`src/rtl/multicycle_control.sv`:
```
// Multicycle MIPS control unit: a Moore FSM that sequences FETCH, DECODE and
// the per-instruction execute/memory/writeback states. The instruction class
// and the R-type ALU operation are latched in DECODE. Outputs are a function
// of the state, except PCWrite in BRANCH (depends on zero) and illegal_o in
// DECODE (depends on the instruction).
// Optional feature: define BNE_EN to support bne (opcode 000101) through BRANCH.
module multicycle_control (
  input  logic       clk,
  input  logic       reset,
  input  logic [5:0] opcode,
  input  logic [5:0] funct,
  input  logic       zero,
  output logic       PCWrite,
  output logic       IorD,
  output logic       MemWrite,
  output logic       IRWrite,
  output logic       RegDst,
  output logic       MemtoReg,
  output logic       RegWrite,
  output logic       ALUSrcA,
  output logic       PCSrc,
  output logic [1:0] ALUSrcB,
  output logic [3:0] ALUControl,
  output logic [3:0] state_o,
  output logic       illegal_o
);

  typedef enum logic [3:0] {
    S_FETCH    = 4'd0,
    S_DECODE   = 4'd1,
    S_MEMADR   = 4'd2,
    S_MEMREAD  = 4'd3,
    S_MEMWB    = 4'd4,
    S_MEMWRITE = 4'd5,
    S_EXECUTE  = 4'd6,
    S_ALUWB    = 4'd7,
    S_BRANCH   = 4'd8,
    S_ADDIEXEC = 4'd9,
    S_ADDIWB   = 4'd10
  } state_t;

  localparam logic [5:0] OP_RTYPE = 6'b000000;
  localparam logic [5:0] OP_LW    = 6'b100011;
  localparam logic [5:0] OP_SW    = 6'b101011;
  localparam logic [5:0] OP_BEQ   = 6'b000100;
  localparam logic [5:0] OP_BNE   = 6'b000101;
  localparam logic [5:0] OP_ADDI  = 6'b001000;

  localparam logic [3:0] ALU_AND = 4'b0000;
  localparam logic [3:0] ALU_OR  = 4'b0001;
  localparam logic [3:0] ALU_ADD = 4'b0010;
  localparam logic [3:0] ALU_SUB = 4'b0110;
  localparam logic [3:0] ALU_SLT = 4'b0111;
  localparam logic [3:0] ALU_NOR = 4'b1100;

  state_t     state_reg, state_next;
  state_t     decode_next;
  logic       decode_illegal;
  logic       funct_ok;
  logic [3:0] funct_alu;
  logic [3:0] alu_ctrl_reg;   // R-type ALU op captured in DECODE
  logic       is_store_reg;   // sw vs lw, captured in DECODE
  logic       is_bne_reg;     // branch polarity, captured in DECODE

  // Instruction decode: where DECODE goes next and whether the instruction is unsupported
  always_comb begin
    funct_ok  = 1'b1;
    funct_alu = ALU_ADD;
    case (funct)
      6'b100000: funct_alu = ALU_ADD;
      6'b100010: funct_alu = ALU_SUB;
      6'b100100: funct_alu = ALU_AND;
      6'b100101: funct_alu = ALU_OR;
      6'b101010: funct_alu = ALU_SLT;
      6'b100111: funct_alu = ALU_NOR;
      default:   funct_ok  = 1'b0;
    endcase

    decode_next    = S_FETCH;
    decode_illegal = 1'b0;
    case (opcode)
      OP_LW, OP_SW: decode_next = S_MEMADR;
      OP_RTYPE: begin
        if (funct_ok) decode_next    = S_EXECUTE;
        else          decode_illegal = 1'b1;
      end
      OP_BEQ:       decode_next = S_BRANCH;
`ifdef BNE_EN
      OP_BNE:       decode_next = S_BRANCH;
`endif
      OP_ADDI:      decode_next = S_ADDIEXEC;
      default:      decode_illegal = 1'b1;
    endcase
  end

  // Next-state selection; unused encodings fall back to FETCH
  always_comb begin
    state_next = S_FETCH;
    case (state_reg)
      S_FETCH:    state_next = S_DECODE;
      S_DECODE:   state_next = decode_next;
      S_MEMADR:   state_next = is_store_reg ? S_MEMWRITE : S_MEMREAD;
      S_MEMREAD:  state_next = S_MEMWB;
      S_EXECUTE:  state_next = S_ALUWB;
      S_ADDIEXEC: state_next = S_ADDIWB;
      default:    state_next = S_FETCH;
    endcase
  end

  // State register plus the instruction attributes latched while in DECODE
  always_ff @(posedge clk or posedge reset) begin
    if (reset) begin
      state_reg    <= S_FETCH;
      alu_ctrl_reg <= ALU_ADD;
      is_store_reg <= 1'b0;
      is_bne_reg   <= 1'b0;
    end else begin
      state_reg <= state_next;
      if (state_reg == S_DECODE) begin
        alu_ctrl_reg <= funct_alu;
        is_store_reg <= (opcode == OP_SW);
        is_bne_reg   <= (opcode == OP_BNE);
      end
    end
  end

  // Per-state control outputs; reset forces everything to 0 without waiting for clk
  always_comb begin
    PCWrite    = 1'b0;
    IorD       = 1'b0;
    MemWrite   = 1'b0;
    IRWrite    = 1'b0;
    RegDst     = 1'b0;
    MemtoReg   = 1'b0;
    RegWrite   = 1'b0;
    ALUSrcA    = 1'b0;
    PCSrc      = 1'b0;
    ALUSrcB    = 2'b00;
    ALUControl = 4'b0000;
    illegal_o  = 1'b0;
    if (!reset) begin
      case (state_reg)
        S_FETCH: begin
          IRWrite    = 1'b1;
          ALUSrcB    = 2'b01;
          ALUControl = ALU_ADD;
          PCWrite    = 1'b1;
        end
        S_DECODE: begin
          ALUSrcB    = 2'b11;
          ALUControl = ALU_ADD;
          illegal_o  = decode_illegal;
        end
        S_MEMADR, S_ADDIEXEC: begin
          ALUSrcA    = 1'b1;
          ALUSrcB    = 2'b10;
          ALUControl = ALU_ADD;
        end
        S_MEMREAD: IorD = 1'b1;
        S_MEMWB: begin
          MemtoReg = 1'b1;
          RegWrite = 1'b1;
        end
        S_MEMWRITE: begin
          IorD     = 1'b1;
          MemWrite = 1'b1;
        end
        S_EXECUTE: begin
          ALUSrcA    = 1'b1;
          ALUControl = alu_ctrl_reg;
        end
        S_ALUWB: begin
          RegDst   = 1'b1;
          RegWrite = 1'b1;
        end
        S_BRANCH: begin
          ALUSrcA    = 1'b1;
          ALUControl = ALU_SUB;
          PCSrc      = 1'b1;
          PCWrite    = is_bne_reg ? ~zero : zero;
        end
        S_ADDIWB: RegWrite = 1'b1;
        default: ;
      endcase
    end
  end

  assign state_o = state_reg;

endmodule

```
`config.mk`:
```
export PLATFORM = sky130hd
export DESIGN_NAME = multicycle_control
export DESIGN_NICKNAME = d
export VERILOG_FILES = /design/src/rtl/multicycle_control.sv
export SDC_FILE = /design/constraint.sdc
export NUM_CORES = 1
export LEC_CHECK = 0
export ABC_AREA = 1
export CAP_MARGIN = 20
export CORE_UTILIZATION = 35
export DETAILED_ROUTE_END_ITERATION = 8
export PLACE_DENSITY_LB_ADDON = 0.3
export SLEW_MARGIN = 5
export SYNTH_ARGS = -nofsm -noshare
export SYNTH_HDL_FRONTEND = slang
export SYNTH_SLANG_ARGS = --single-unit
```
`constraint.sdc`:
```
create_clock -name clk -period 3.35 [get_ports clk]
set_clock_uncertainty 0.05 [all_clocks]
set_input_delay 1.005 -clock clk [delete_from_list [all_inputs] [get_ports clk]]
set_output_delay 1.005 -clock clk [all_outputs]
set_load 0.05 [all_outputs]
```
=== After elaboration in Yosys (flattened, before gate mapping) ===
Index checks and enable logic that the tools add are counted.

* Equality and inequality tests: 21
* Mux-type cells: 33
* Bitwise logic cells: 1
* Reductions and logical operators: 10

{| class="wikitable"
|+ Operators by type and width
! operator !! count
|-
| $eq A6 B6 Y1 const B || 8
|-
| $pmux W4 S6 || 1
|-
| $mux W1 || 22
|-
| $pmux W4 S5 || 1
|-
| $eq A4 B3 Y1 const B || 4
|-
| $pmux W4 S4 || 1
|-
| $eq A4 B4 Y1 const B || 3
|-
| $eq A6 B3 Y1 const B || 2
|-
| $pmux W4 S3 || 1
|-
| $reduce_or A4 Y1 || 3
|-
| $eq A4 B2 Y1 const B || 2
|-
| $eq A6 B4 Y1 const B || 1
|-
| $logic_not A6 Y1 || 1
|-
| $mux W3 || 2
|-
| $pmux W2 S3 || 1
|-
| $reduce_or A2 Y1 || 3
|-
| $reduce_or A6 Y1 || 1
|-
| $eq A4 B1 Y1 const B || 1
|-
| $logic_not A4 Y1 || 1
|-
| $mux W4 || 1
|-
| $pmux W1 S2 || 2
|-
| $reduce_or A3 Y1 || 1
|-
| $mux W2 || 1
|-
| $not A1 Y1 || 1
|}

* Register bits: 10
* Input bits: 15
* Word-level logic and storage cells: 69

=== Logic depth before layout (Yosys ltp) ===
Gate-level depths: netlist (run 1).

* Depth in word-level cells: 7
* Depth in mapped cells: 7
* Gate-level depth less buffers: 7

=== Worst setup path before layout (run 1) ===
Ideal clock, no wire load.

* Kind: input port to output port
* Start point: input reset
* End point: output ALUSrcB[0]
* Arrival time: 2.291 ns
* Data required time: 2.295 ns
* Slack: 0.004 ns
* Stages on the path: 2
* Buffers on the path: 1
* Cells stage by stage: clkbuf_1 > nor3_1

* Word-level cells in the longest chain between the ends: 1

{| class="wikitable"
|+ RTL lines
! item !! line !! source
|-
| from (decl) || 9 || <nowiki>input logic reset,</nowiki>
|-
| $mux W2 || 141 || <nowiki>if (!reset) begin</nowiki>
|-
| to (decl) || 22 || <nowiki>output logic [1:0] ALUSrcB,</nowiki>
|}

No other way between the ends.

=== Worst setup path after layout (run 1) ===
* Start point: input funct[0]
* End point: output illegal_o

* Word-level cells in the longest chain between the ends: 7

{| class="wikitable"
|+ RTL lines
! item !! line !! source
|-
| from (decl) || 11 || <nowiki>input logic [5:0] funct,</nowiki>
|-
| $eq A6 B6 Y1 || 69 || <nowiki>case (funct)</nowiki>
|-
| $reduce_or A6 Y1 (no line) (*) || -- ||
|-
| $mux W1 (*) || 69 ||
|-
| $mux W1 (*) || 84 || <nowiki>if (funct_ok) decode_next = S_EXECUTE;</nowiki>
|-
| $pmux W1 S2 (*) || 81 || <nowiki>case (opcode)</nowiki>
|-
| $mux W1 (*) || 142 || <nowiki>case (state_reg)</nowiki>
|-
| $mux W1 (*) || 141 ||
|-
| to (decl) || 25 || <nowiki>output logic illegal_o</nowiki>
|}

Mark *: on every way between the ends. The rest lies on a longest branch, timed or not.

==> results of run 1 <==
worst max-delay path, delay by kind of cell:
family	cells	cell delay [ns]
AOI/OAI and AO/OA	2	0.46
buffers and inverters	2	0.61
and+or+nand+nor	1	0.12
what timing repair did:
item | in CTS | in global routing
pin swaps | 0 | 3
resized for setup | 1 | 3
setup buffers | 0 | 2
endpoints found under the setup margin | 1 | 1
hold endpoints to repair | 0 | 0
power groups by stage:
stage,logic (mW),clock network (mW),registers (mW)
2_1_floorplan,0.285,0,0.209
5_1_grt,0.553,0.0903,0.178
4_1_cts,0.524,0.0833,0.173
6_report,0.522,0.0852,0.174
3_3_place_gp,0.517,0,0.174
3_5_place_dp,0.523,0,0.175
kinds of logic after synthesis:
kind of cell	synth area share
and+or+nand+nor	0.448
buffers and inverters	0.117
AOI/OAI and AO/OA	0.112
DFF	0.313
xor gates and xnor gates	0.0109
metrics by stage:
step / utilization / power (mW) / cell area [um2]
after CTS: 0.679 / 0.780 / 1400
after global placement: 0.664 / 0.691 / 1370
final: 0.690 / 0.781 / 1420
after global routing: 0.690 / 0.821 / 1420
after floorplan: - / 0.494 / 805
after detailed placement: 0.664 / 0.699 / 1370
final cells by class:
cell class | count | area [um2] | area share
Multi-Input combinational cell | 97 | 464 | 0.326
Inverter | 21 | 78.8 | 0.0554
Tap cell | 27 | 33.8 | 0.0237
Sequential cell | 10 | 251 | 0.177
Clock buffer | 4 | 26.3 | 0.0185
Timing Repair Buffer | 42 | 568 | 0.399
final timing paths:
| path | cells past startpoint | end | from | slack, ns |
|---|---|---|---|---|
| worst max-delay path | 5 | illegal_o | funct[0] | 0.1 |
| worst min-delay path | 2 | alu_ctrl_reg[1] | alu_ctrl_reg[1] | 0.43 |
| worst max register to register | 5 | state_o[2] | state_o[1] | 2.03 |
| worst min register to register | 2 | alu_ctrl_reg[1] | alu_ctrl_reg[1] | 0.43 |
| max in group asynchronous | 4 | alu_ctrl_reg[1] | reset | 1.82 |
| min in group asynchronous | 3 | is_bne_reg | reset | 1.05 |
Yosys cell counts (all sizes together):
library cell   n
clkbuf         1
o21ai          5
a21oi          4
nand3          9
nor3           2
inv           21
o22ai          1
nand4          4
o31ai          1
nor2          24
xnor2          1
dfstp          1
dfrtp          9
buf            1
nand2         42
a31oi          2
o211ai         2
layer usage:
layer	global-route usage	up-vias	wire, um
met1	0.181	438	834
met2	0.392	39	1110
li1	-	498	-
met5	0	-	0
met4	0.0714	0	27
met3	0.0185	4	87
==> flow_metrics.py, run 1 <==
metrics = {
    "synth": {
        "synth.top_cell.area_share": 0.280,
        "synth_fp_nets": 145,
        "synth_seq_cells": 10,
        "ys_seq_area_frac": 0.313,
        "syn-instance-count": 130,
        "yosysTopAreaCell": "dfrtp_1",
        "yosys-top-cells-area": "dfrtp_1, nand2_1, inv_1, nor2_1, nand3_1",
        "yosysUniqueCellTypes": 23,
        "yosys_warnings": 0,
        "syn_area_um2": 805,
        "postSynthAreaPerCell_um2": 6.19,
    },
    "power": {
        "combPwrFrac": 0.668,
        "switching_share": 0.492,
        "ir_drop_uv": 337,
        "p_seq_frac": 0.223,
        "intPower_mw": 0.396,
        "power_density_nw_per_um2": 549,
        "p_sw_mw": 0.385,
        "leakagePower_nw": 0.729,
        "power.share.clock": 0.109,
    },
    "sta": {
        "fin_crit_ns": 3.25,
        "whs_ns": 0.425,
        "fin_crit_sh": 0.971,
        "setup_slack_ns": 0.0960,
        "hold_violations": 0,
        "grt_setup_unrepaired": "no",
        "setup_viol": 0,
        "tns_ns": 0,
        "final_max_slew_viol_count": 0,
        "maxSlewHeadroom": 0.666,
        "tightest_slew_ns": 0.500,
        "fmax_mhz": 307,
    },
    "clock_network": {
        "cts.sinks": 10,
        "clk_latency_ns": 0.26,
        "clk_pin_slew_worst_paths_ns": 0.06,
        "htreeDepth": 1,
        "root_buffer": "clkbuf_4",
        "numCtsBuffers": 3,
        "cts_tree": "yes",
        "hold_buffers": 0,
        "max-clock-path-buffers": 2,
    },
    "critical_path": {
        "worstPathRequired_ns": 2.29,
        "cp_max_fo": 4,
        "criticalPathCategory": "in2out",
        "arrival_ns": 2.20,
        "cp_cell_sequence": "clkdlybuf4s50_1 -> o211ai_1 -> nand2_1 -> a21oi_2 -> buf_12",
        "cp-start-kind": "input port",
        "critPathMaxStageDelay_ns": 0.45,
        "slowest_stage": "clkdlybuf4s50_1",
        "cp-end-kind": "output port",
    },
    "detailed_routing": {
        "ant_nets": 0,
        "drc": 0,
        "dr.pass1.iters": 4,
        "wire_per_inst_um": 10.3,
        "vias": 979,
        "viasPerCell": 4.87,
        "drtIter0Drc": 9,
        "routed_wl_um": 2060,
    },
    "run_status": {
        "status": "finished clean",
    },
    "finish": {
        "stdcell_count": 201,
        "syn_to_final_growth_pct": 76.8,
        "final_common_cell": "nand2_1",
        "n_antenna_cell": 0,
        "nets": 190,
        "layout_common_cells": "nand2_1, inv_1, nor2_1",
        "fillerInstances": 169,
        "drive_gt1_frac": 0.224,
    },
    "run": {
        "drv_cap": 0,
    },
    "placed_design": {
        "hpwl_um": 1800,
        "port_buffers": 34,
        "dp_cells": 195,
        "place_congestion": 0.894,
        "dpl_worst_slack_ns": -0.00195,
    },
    "floorplan": {
        "rows": 16,
        "die_x_um": 49.9,
        "ios": 35,
        "dieHeight_um": 49.9,
        "core_um2": 2060,
        "initial_utilization": 0.390,
        "dieArea_um2": 2490,
    },
    "global_routing": {
        "grt_pass1_vias": 934,
        "grt-ovfl-total": 0,
        "grt_usage": 0.188,
        "grt_pass1_wl_um": 3640,
        "grt_max_degree": 13,
        "antenna_found_initial": 0,
    },
    "hold_path": {
        "hold_path.class": "reg2reg",
    },
}
No activity file was read; power rests on OpenSTA's default activity.
==> run 2: changes to the inputs <==
--- a/config.mk
+++ b/config.mk
@@ -7,8 +7,9 @@
 export LEC_CHECK = 0
 export ABC_AREA = 1
 export CAP_MARGIN = 20
-export CORE_UTILIZATION = 35
+export CORE_UTILIZATION = 30
 export DETAILED_ROUTE_END_ITERATION = 8
+export GPL_TIMING_DRIVEN = 0
 export PLACE_DENSITY_LB_ADDON = 0.3
 export SLEW_MARGIN = 5
 export SYNTH_ARGS = -nofsm -noshare
==> run 2 against run 1 <==
Compared with the run above: flip-flop and latch count unchanged; sequential power about the same; global-route usage down 3.0 points; register-to-register slack better by 0.09 ns; worst setup slack worse by 0.027 ns; routed wire length down 2.5%; sequential share of layout area up 2.3 points; final area down 12%; combinational power down 14%; critical path type unchanged; largest power group unchanged.
==> flow_metrics.py, run 2 (synthesized netlist as in run 1, its figures left out) <==
metrics = {
    "finish": {
        "final_common_cell": "nand2_1",
        "n_antenna_cell": 0,
        "layout_common_cells": "nand2_1, inv_1, nor2_1",
        "drive_gt1_frac": 0.203,
        "final_cell_area_um2": 1260,
        "nets": 188,
        "syn_to_final_growth_pct": 56.1,
    },
    "floorplan": {
        "initial_utilization": 0.322,
        "die_x_um": 53.8,
        "dieHeight_um": 53.8,
        "dieArea_um2": 2890,
        "rows": 18,
        "ios": 35,
        "core_um2": 2500,
    },
    "sta": {
        "whs_ns": 0.427,
        "setup_slack_ns": 0.0689,
        "fin_crit_ns": 3.28,
        "fin_crit_sh": 0.979,
        "fmax_mhz": 305,
        "final_max_slew_viol_count": 0,
        "maxSlewHeadroom": 0.673,
        "tightest_slew_ns": 0.489,
        "hold_violations": 0,
        "setup_viol": 0,
    },
    "placed_design": {
        "port_buffers": 34,
        "place_congestion": 0.825,
        "hpwl_um": 1640,
        "placed_cell_area_um2": 1180,
        "dpl_worst_slack_ns": -0.891,
    },
    "global_routing": {
        "grt-ovfl-total": 0,
        "gr-usage-met2": 0.292,
        "grt_pass1_wl_um": 3410,
        "antenna_found_initial": 0,
        "grtUsageMet3": 0.0113,
        "gr-max-usage-layer": "met2",
        "grt_pass1_vias": 858,
        "grt_usage": 0.157,
        "grt_max_degree": 11,
        "globalRouteMet1Util": 0.182,
    },
    "critical_path": {
        "cp_max_fo": 3,
        "cp_cell_sequence": "clkdlybuf4s50_1 -> inv_1 -> nand2_1 -> nand2_1 -> nand3_1 -> nand3_1 -> a21oi_2 -> buf_6",
        "cpLargestDelayFamily": "buffers and inverters",
        "cp_num_buf_inv": 3,
        "critPathMaxStageDelay_ns": 0.52,
        "criticalPathCategory": "in2out",
        "critPathLaunch": "opcode[2]",
        "worstPathRequired_ns": 2.29,
        "arrival_ns": 2.23,
        "cp-start-kind": "input port",
        "slowest_stage": "clkdlybuf4s50_1",
        "cp-end-kind": "output port",
        "reg2reg_from": "state_o[1]",
    },
    "power": {
        "power_density_nw_per_um2": 580,
        "power.total_mw": 0.728,
        "ir_drop_uv": 287,
        "leakagePower_nw": 0.647,
    },
    "detailed_routing": {
        "routed_wl_um": 2010,
        "ant_nets": 0,
        "vias": 945,
        "viasPerCell": 4.68,
        "wire_per_inst_um": 9.96,
        "dr.pass1.iters": 4,
        "drc": 0,
        "drtIter0Drc": 18,
    },
    "hold_path": {
        "hold_path.startpoint": "alu_ctrl_reg[1]",
        "hold_path.class": "reg2reg",
    },
    "clock_network": {
        "htreeDepth": 1,
        "cts.sinks": 10,
        "numCtsBuffers": 3,
        "cts_tree": "yes",
        "root_buffer": "clkbuf_4",
        "clk_pin_slew_worst_paths_ns": 0.07,
        "max-clock-path-buffers": 2,
        "clk_latency_ns": 0.26,
        "hold_buffers": 0,
    },
    "run": {
        "drv_cap": 0,
    },
    "run_status": {
        "status": "finished clean",
    },
}
==> run 2: path summary, 6_finish.rpt <==
| kind | to | slack [ns] | cells after the start |
|---|---|---|---|
| worst max register to register | state_o[0] | 2.12 | 4 |
| max in group asynchronous | alu_ctrl_reg[1] | 2.01 | 4 |
| worst min-delay path | alu_ctrl_reg[1] | 0.43 | 2 |
| worst min register to register | alu_ctrl_reg[1] | 0.43 | 2 |
| worst max-delay path | illegal_o | 0.07 | 8 |
| min in group asynchronous | is_bne_reg | 0.89 | 3 |
==> run 2: where the power goes <==
part | internal (mW) | switching, mW | leakage, nW
logic | 0.145 | 0.302 | 0.493
clock network | 0.0659 | 0.0405 | 0.0210
registers | 0.147 | 0.0274 | 0.133
total | 0.358 | 0.370 | 0.647
==> run 2: worst register-to-register path, delay by kind of cell, from the launching register on <==
kind                   cells  cell delay [ns]
AO/OA/AOI/OAI              1             0.19
buffers and inverters      1             0.15
flip-flops                 1             0.49
AND/OR/NAND/NOR            2             0.25
==> run 2: cell type report <==
| cell class | instances | area, um2 |
|---|---|---|
| inverter | 21 | 82.6 |
| sequential | 10 | 251 |
| timing repair buffer | 38 | 365 |
| multi-input combinational | 97 | 467 |
| clock buffer | 4 | 36.3 |
| fill | 249 | 1240 |
| tap | 30 | 37.5 |
| buffer | 2 | 16.3 |
==> run 2: what timing repair did <==
| item | 4_1_cts | 5_1_grt |
|---|---|---|
| buffers inserted | 4 | 0 |
| setup endpoints to repair | 16 | 1 |
| resized for setup | 58 | 3 |
| pin swaps | 0 | 2 |
==> run 2: routing by layer <==
metal,wire length (um),up-vias
met5,0,-
met4,27,0
met3,82,4
met2,1030,28
met1,869,415
li1,-,498
==> run 2: through the flow <==
step	util	TNS, ns	cells
2_1_floorplan	-	0	130
3_3_place_gp	0.473	-8.87	194
3_5_place_dp	0.473	-9.04	194
4_1_cts	0.498	0	202
5_1_grt	0.503	-0.0107	202
6_report	0.503	0	202
==> RTL edit 1: new RTL, config.mk and constraints of run 2 <==
Build with the macro `BNE_EN` defined.
--- a/src/rtl/multicycle_control.sv
+++ b/src/rtl/multicycle_control.sv
@@ -6,2 +6,4 @@
 // Optional feature: define BNE_EN to support bne (opcode 000101) through BRANCH.
+`define BNE_EN
+
 module multicycle_control (
Behaviour: not the same (a bounded check fails within 4 cycles, from zero or initial values and one cycle with reset high).
==> RTL edit 1 against run 2 <==
Sequential cell count unchanged; synthesized area up 1.4%; wire length fell by 4.2%; setup slack improved by 0.0096 ns; final area is 1.8% lower; sequential share of layout area grew 0.37 points; power up 9.8%; clock power fell by 20%; largest cell class unchanged.
==> RTL edit 1: results (changes against run 2) <==
- The fraction of final layout cells sized beyond drive strength 1 was 0.190 (-0.0133).
- The clock period minus final worst setup slack came to 3.27 ns (-0.00964 ns).
* Leakage power: 0.632 nW (-2.3%)
- The flow ran to the end, and the final reports show no timing, DRC or antenna violations.
* Xor/xnor cell area share of the yosys netlist: 0.0107 (-0.000150)
- List of most frequent post-synthesis cells: nand2_1 (31), nor2_1 (20), inv_1 (15), dfrtp_1 (9)
- Input/output buffers: 33 (-2.9%)
* Internal power: 364 uW (+1.5%)
* Fillers: 285 (+14%)
* Clock distribution power: 85.0 uW (-20%)
- The met2 usage in global routing is 0.256 (-0.0361).
- Nets@finish: 179 (-4.8%)
- The sequential cell count was 10 (unchanged).
* Post-synthesis sequential area ratio: 0.308 (-0.00431)
- Share of the synthesized area in the top cell type: 0.276 (-0.00386)
* Global-route track usage on met1: 0.171 (-0.0110)
- Gp weighted congestion: 0.826 (+0.13%)
- The largest vdd supply drop was 614 uV (+110%).
* Share of the core filled with cells: 0.489 (-0.0134)
* Number of global-route vias before repair: 761 (-11%)
- The worst relative slew slack is 0.655 (-0.0181).
* Fraction of cell area in non-clock buffers: 0.273 (-0.0310)
- Met2 routed WL: 900 um (-13%)
- Pin count of the biggest net entering global routing: 15 (+4)
* Half-perimeter wire length after placement: 1630 um (-0.99%)
- The post-detailed-routing wire length is 1930 um (-4.2%).
- The combinational logic power is 530 uW (+19%).
- Register-to-Register Path Depth: 7 (+3)
- Total power density per cell area: 648 nW/um^2 (+12%)
- Largest stage delay on the critical path: 0.48 ns (-0.04 ns)
- The number of buffers outside the clock class in the layout was 34 (-15%).
- The multi-input logic cell count is 93 (-4.1%).
- The area fraction of clock buffers and clock inverters is 0.0213 (-0.00759).
- The maximum fanout encountered on the critical timing path was 5 (+2).
- The net count of the mapped netlist was 141 (-2.8%).
RTL edit 1: changes by cell type after synthesis, sizes merged, moves of 2 or more:
cell	change
nand3	-3
nand4	+2
a31oi	+2
nand2	-7
o21ai	+2
RTL edit 1: path summary, 6_finish.rpt:
kind	startpoint	endpoint
min in group asynchronous	reset	is_bne_reg
max reg2reg	state_o[3]	state_o[2]
min reg2reg	alu_ctrl_reg[1]	alu_ctrl_reg[1]
max in group asynchronous	reset	alu_ctrl_reg[1]
max	funct[0]	illegal_o
min	alu_ctrl_reg[1]	alu_ctrl_reg[1]
RTL edit 1: through the flow:
step | hold WS, ns | TNS (ns) | instances
after floorplan | 0.403 | -0.342 | 126
after global placement | 0.415 | -3.41 | 189
after detailed placement | 0.422 | -3.65 | 189
after CTS | 0.433 | -0.0378 | 193
after global routing | 0.479 | -0.0360 | 193
final | 0.429 | 0 | 193
==> RTL edit 2: new RTL, config.mk and constraints of run 2 <==
Made on the original files. Register the output `ALUControl`, without a reset; this adds one clock of latency there. The other outputs are not delayed to match.
--- a/src/rtl/multicycle_control.sv
+++ b/src/rtl/multicycle_control.sv
@@ -54,2 +54,4 @@
   localparam logic [3:0] ALU_NOR = 4'b1100;
+
+  logic [3:0] ALUControl_d;
 
@@ -138,3 +140,3 @@
     ALUSrcB    = 2'b00;
-    ALUControl = 4'b0000;
+    ALUControl_d = 4'b0000;
     illegal_o  = 1'b0;
@@ -145,3 +147,3 @@
           ALUSrcB    = 2'b01;
-          ALUControl = ALU_ADD;
+          ALUControl_d = ALU_ADD;
           PCWrite    = 1'b1;
@@ -150,3 +152,3 @@
           ALUSrcB    = 2'b11;
-          ALUControl = ALU_ADD;
+          ALUControl_d = ALU_ADD;
           illegal_o  = decode_illegal;
@@ -156,3 +158,3 @@
           ALUSrcB    = 2'b10;
-          ALUControl = ALU_ADD;
+          ALUControl_d = ALU_ADD;
         end
@@ -169,3 +171,3 @@
           ALUSrcA    = 1'b1;
-          ALUControl = alu_ctrl_reg;
+          ALUControl_d = alu_ctrl_reg;
         end
@@ -177,3 +179,3 @@
           ALUSrcA    = 1'b1;
-          ALUControl = ALU_SUB;
+          ALUControl_d = ALU_SUB;
           PCSrc      = 1'b1;
@@ -189,2 +191,6 @@
 
+  always_ff @(posedge clk) begin
+    ALUControl <= ALUControl_d;
+  end
+
 endmodule
Behaviour: not the same (a bounded check fails within 4 cycles, from zero or initial values and one cycle with reset high).
==> RTL edit 2 against run 2 <==
Global-route usage fell by 1.1 points; setup slack improved by 0.012 ns; wire length rose by 11%; first-iteration DRC count rose by 22%; power rose by 11%; combinational power rose by 2%; critical path depth rose by 1; sequential power rose by 34%; synthesized cell count rose by 0.77%; final area rose by 6.4%; sequential cell count rose by 4; die area rose by 8.8%; synthesized area rose by 9.2%; critical endpoint unchanged.
==> RTL edit 2: results (changes against run 2) <==
* Status: completed
- Number of buffers created by CTS: 3 (unchanged)
- Dominant delay contributor by cell family on the critical path: buffers and inverters
- The static leakage power was 0.654 nW (+1.2%).
* Met3 track utilization from global routing: 0.0465 (+0.0352)
* Initial antenna violation count: 0 (unchanged)
- Global-route track usage on met1: 0.150 (-0.0320)
- Fraction of final layout cells sized beyond drive strength 1: 0.222 (+0.0187)
* Number of buffers between clock root and the deepest sink: 2 (unchanged)
- The insertion delay of the later-clocked pin in the worst-skew pair came to 0.28 ns (+0.02 ns).
* Hold-critical path endpoint: alu_ctrl_reg[1]
- Length of the first detailed-routing pass in iterations: 4 (unchanged)
* Fillers: 284 (+14%)
- In the synthesized netlist the dominant register cell turns out to be dfrtp_1.
- The largest vdd supply drop came to 367 uV (+28%).
- Biggest fanout along the worst timing path: 3 (unchanged)
- The count of buffers inserted at the top-level ports is 34 (unchanged).
- The DRC violation total after the first TritonRoute iteration came to 22 (+4).
- The worst setup slack after placement is -0.815 ns (+0.0764 ns).
- The count of warnings emitted by yosys was 0 (unchanged).
* Register-to-Register Path Depth: 6 (+2)
- The transition time at the pin with the least slew margin was 0.493 ns (+0.00409 ns).
- Top area cells in the synthesized netlist: dfrtp_1 (26%), nand2_1 (15%), nor2_1 (9.8%), dfxtp_1 (9.1%), inv_1 (6.4%)
- The path class of the tightest hold or removal check is reg2reg.
* Number of distinct library cells after synthesis: 25 (+8.7%)
- Total track usage: 0.146 (-0.0108)
- The net count of the mapped netlist came to 146 (+0.69%).
- The via count of the first global-routing pass is 925 (+7.8%).
- The wire length of the first global-routing pass came to 3640 um (+6.7%).
- Largest stage delay on the critical path: 0.47 ns (-0.05 ns)
* Minimum hold slack: 0.426 ns (-0.00136 ns)
* Gp weighted congestion: 0.875 (+6.0%)
- Met2 track demand over resource in global routing: 0.270 (-0.0218)
- The setup slack of the most critical reg-to-reg path came to 1.95 ns (-0.17 ns).
- Nets@finish: 187 (-0.53%)
- Worst hold path cell count: 2 (unchanged)
* CP max stage cell: clkdlybuf4s50_1
* Half-perimeter wire length after placement: 1780 um (+8.6%)
- Reg clk slew, reported paths: 0.08 ns
- Reg2Reg Capture Point: ALUControl[1]
* Origin of the worst min-delay path: alu_ctrl_reg[1]
- Via density per instance: 4.80 (+2.5%)
* Cell at the root of the clock tree: clkbuf_4
* Data arrival time of the critical path: 2.21 ns (-0.02 ns)
- The cell area reported after detailed placement came to 1270 sq um (+7.8%).
- The commonest cells after synthesis are nand2_1 (36), nor2_1 (23), inv_1 (15), dfrtp_1 (9), nand3_1 (7).
- Pin count of the biggest net entering global routing: 13 (+2)
- Detailed-route wire length per cell: 11.0 um (+11%)
- The sequential area share after synthesis is 0.377 (+0.0649).
- The final antenna diode count came to 0 (unchanged).
* Reg2reg start: state_o[2]
- Share of synthesized flip-flops with an asynchronous set or reset: 0.714 (-0.286)
* CTS H-Tree Depth: 1 (unchanged)
## RTL edit 2: cell count changes after synthesis, moves of 2 or more
cell     delta
dfxtp_1     +4
inv_1       -4
nand2_1     -4
nor2_1      +4
nand2_2     -2
nand3_1     -2
## RTL edit 2: worst max path at each step
stage	slack [ns]	from	cells after the start	endpoint
CTS	0.01	reset	6	illegal_o
detailed placement	-0.81	reset	7	RegWrite
global placement	-0.78	reset	7	RegWrite
global route	0.02	funct[2]	9	illegal_o
floorplan	0.12	reset	5	RegWrite
finish	0.08	funct[2]	9	illegal_o
## RTL edit 2: what timing repair did
item                       in CTS  in global routing
hold endpoints to repair        0                  0
setup endpoints to repair      12                  4
resized for setup              53                  6
setup buffers                   2                  0
## RTL edit 2: layer usage
layer	vias up	wire length, um
li1	500	-
met1	423	903
met2	39	1110
met3	7	167
met4	0	51
met5	-	0
## RTL edit 2: cells by family after synthesis
kind of cell	count (synthesis)	synth area share
AOI/OAI and AO/OA	17	0.114
xor gates and xnor gates	1	0.00997
buffers and inverters	20	0.0869
DFF	14	0.378
and+or+nand+nor	79	0.412
## RTL edit 2: area by class of cell
cell class              instances  area [sq um]  share of cell area
inverters                      19          76.3              0.0571
well taps                      31          38.8              0.0290
repair buffers                 36           349               0.261
clock buffers                   4          36.3              0.0272
plain buffers                   1          7.51             0.00562
flip-flops and latches         14           332               0.248
multi-input cells              97           497               0.372
## RTL edit 2: through the flow
step,instances,TNS (ns)
2_1_floorplan,131,0
3_3_place_gp,196,-6.50
3_5_place_dp,196,-6.66
4_1_cts,202,0
5_1_grt,202,0
6_report,202,0
## RTL edit 2: power breakdown
| group | switching (mW) | internal, mW | leakage, nW |
|---|---|---|---|
| logic | 0.320 | 0.135 | 0.469 |
| clock network | 0.0545 | 0.0662 | 0.0210 |
| registers | 0.0318 | 0.202 | 0.164 |
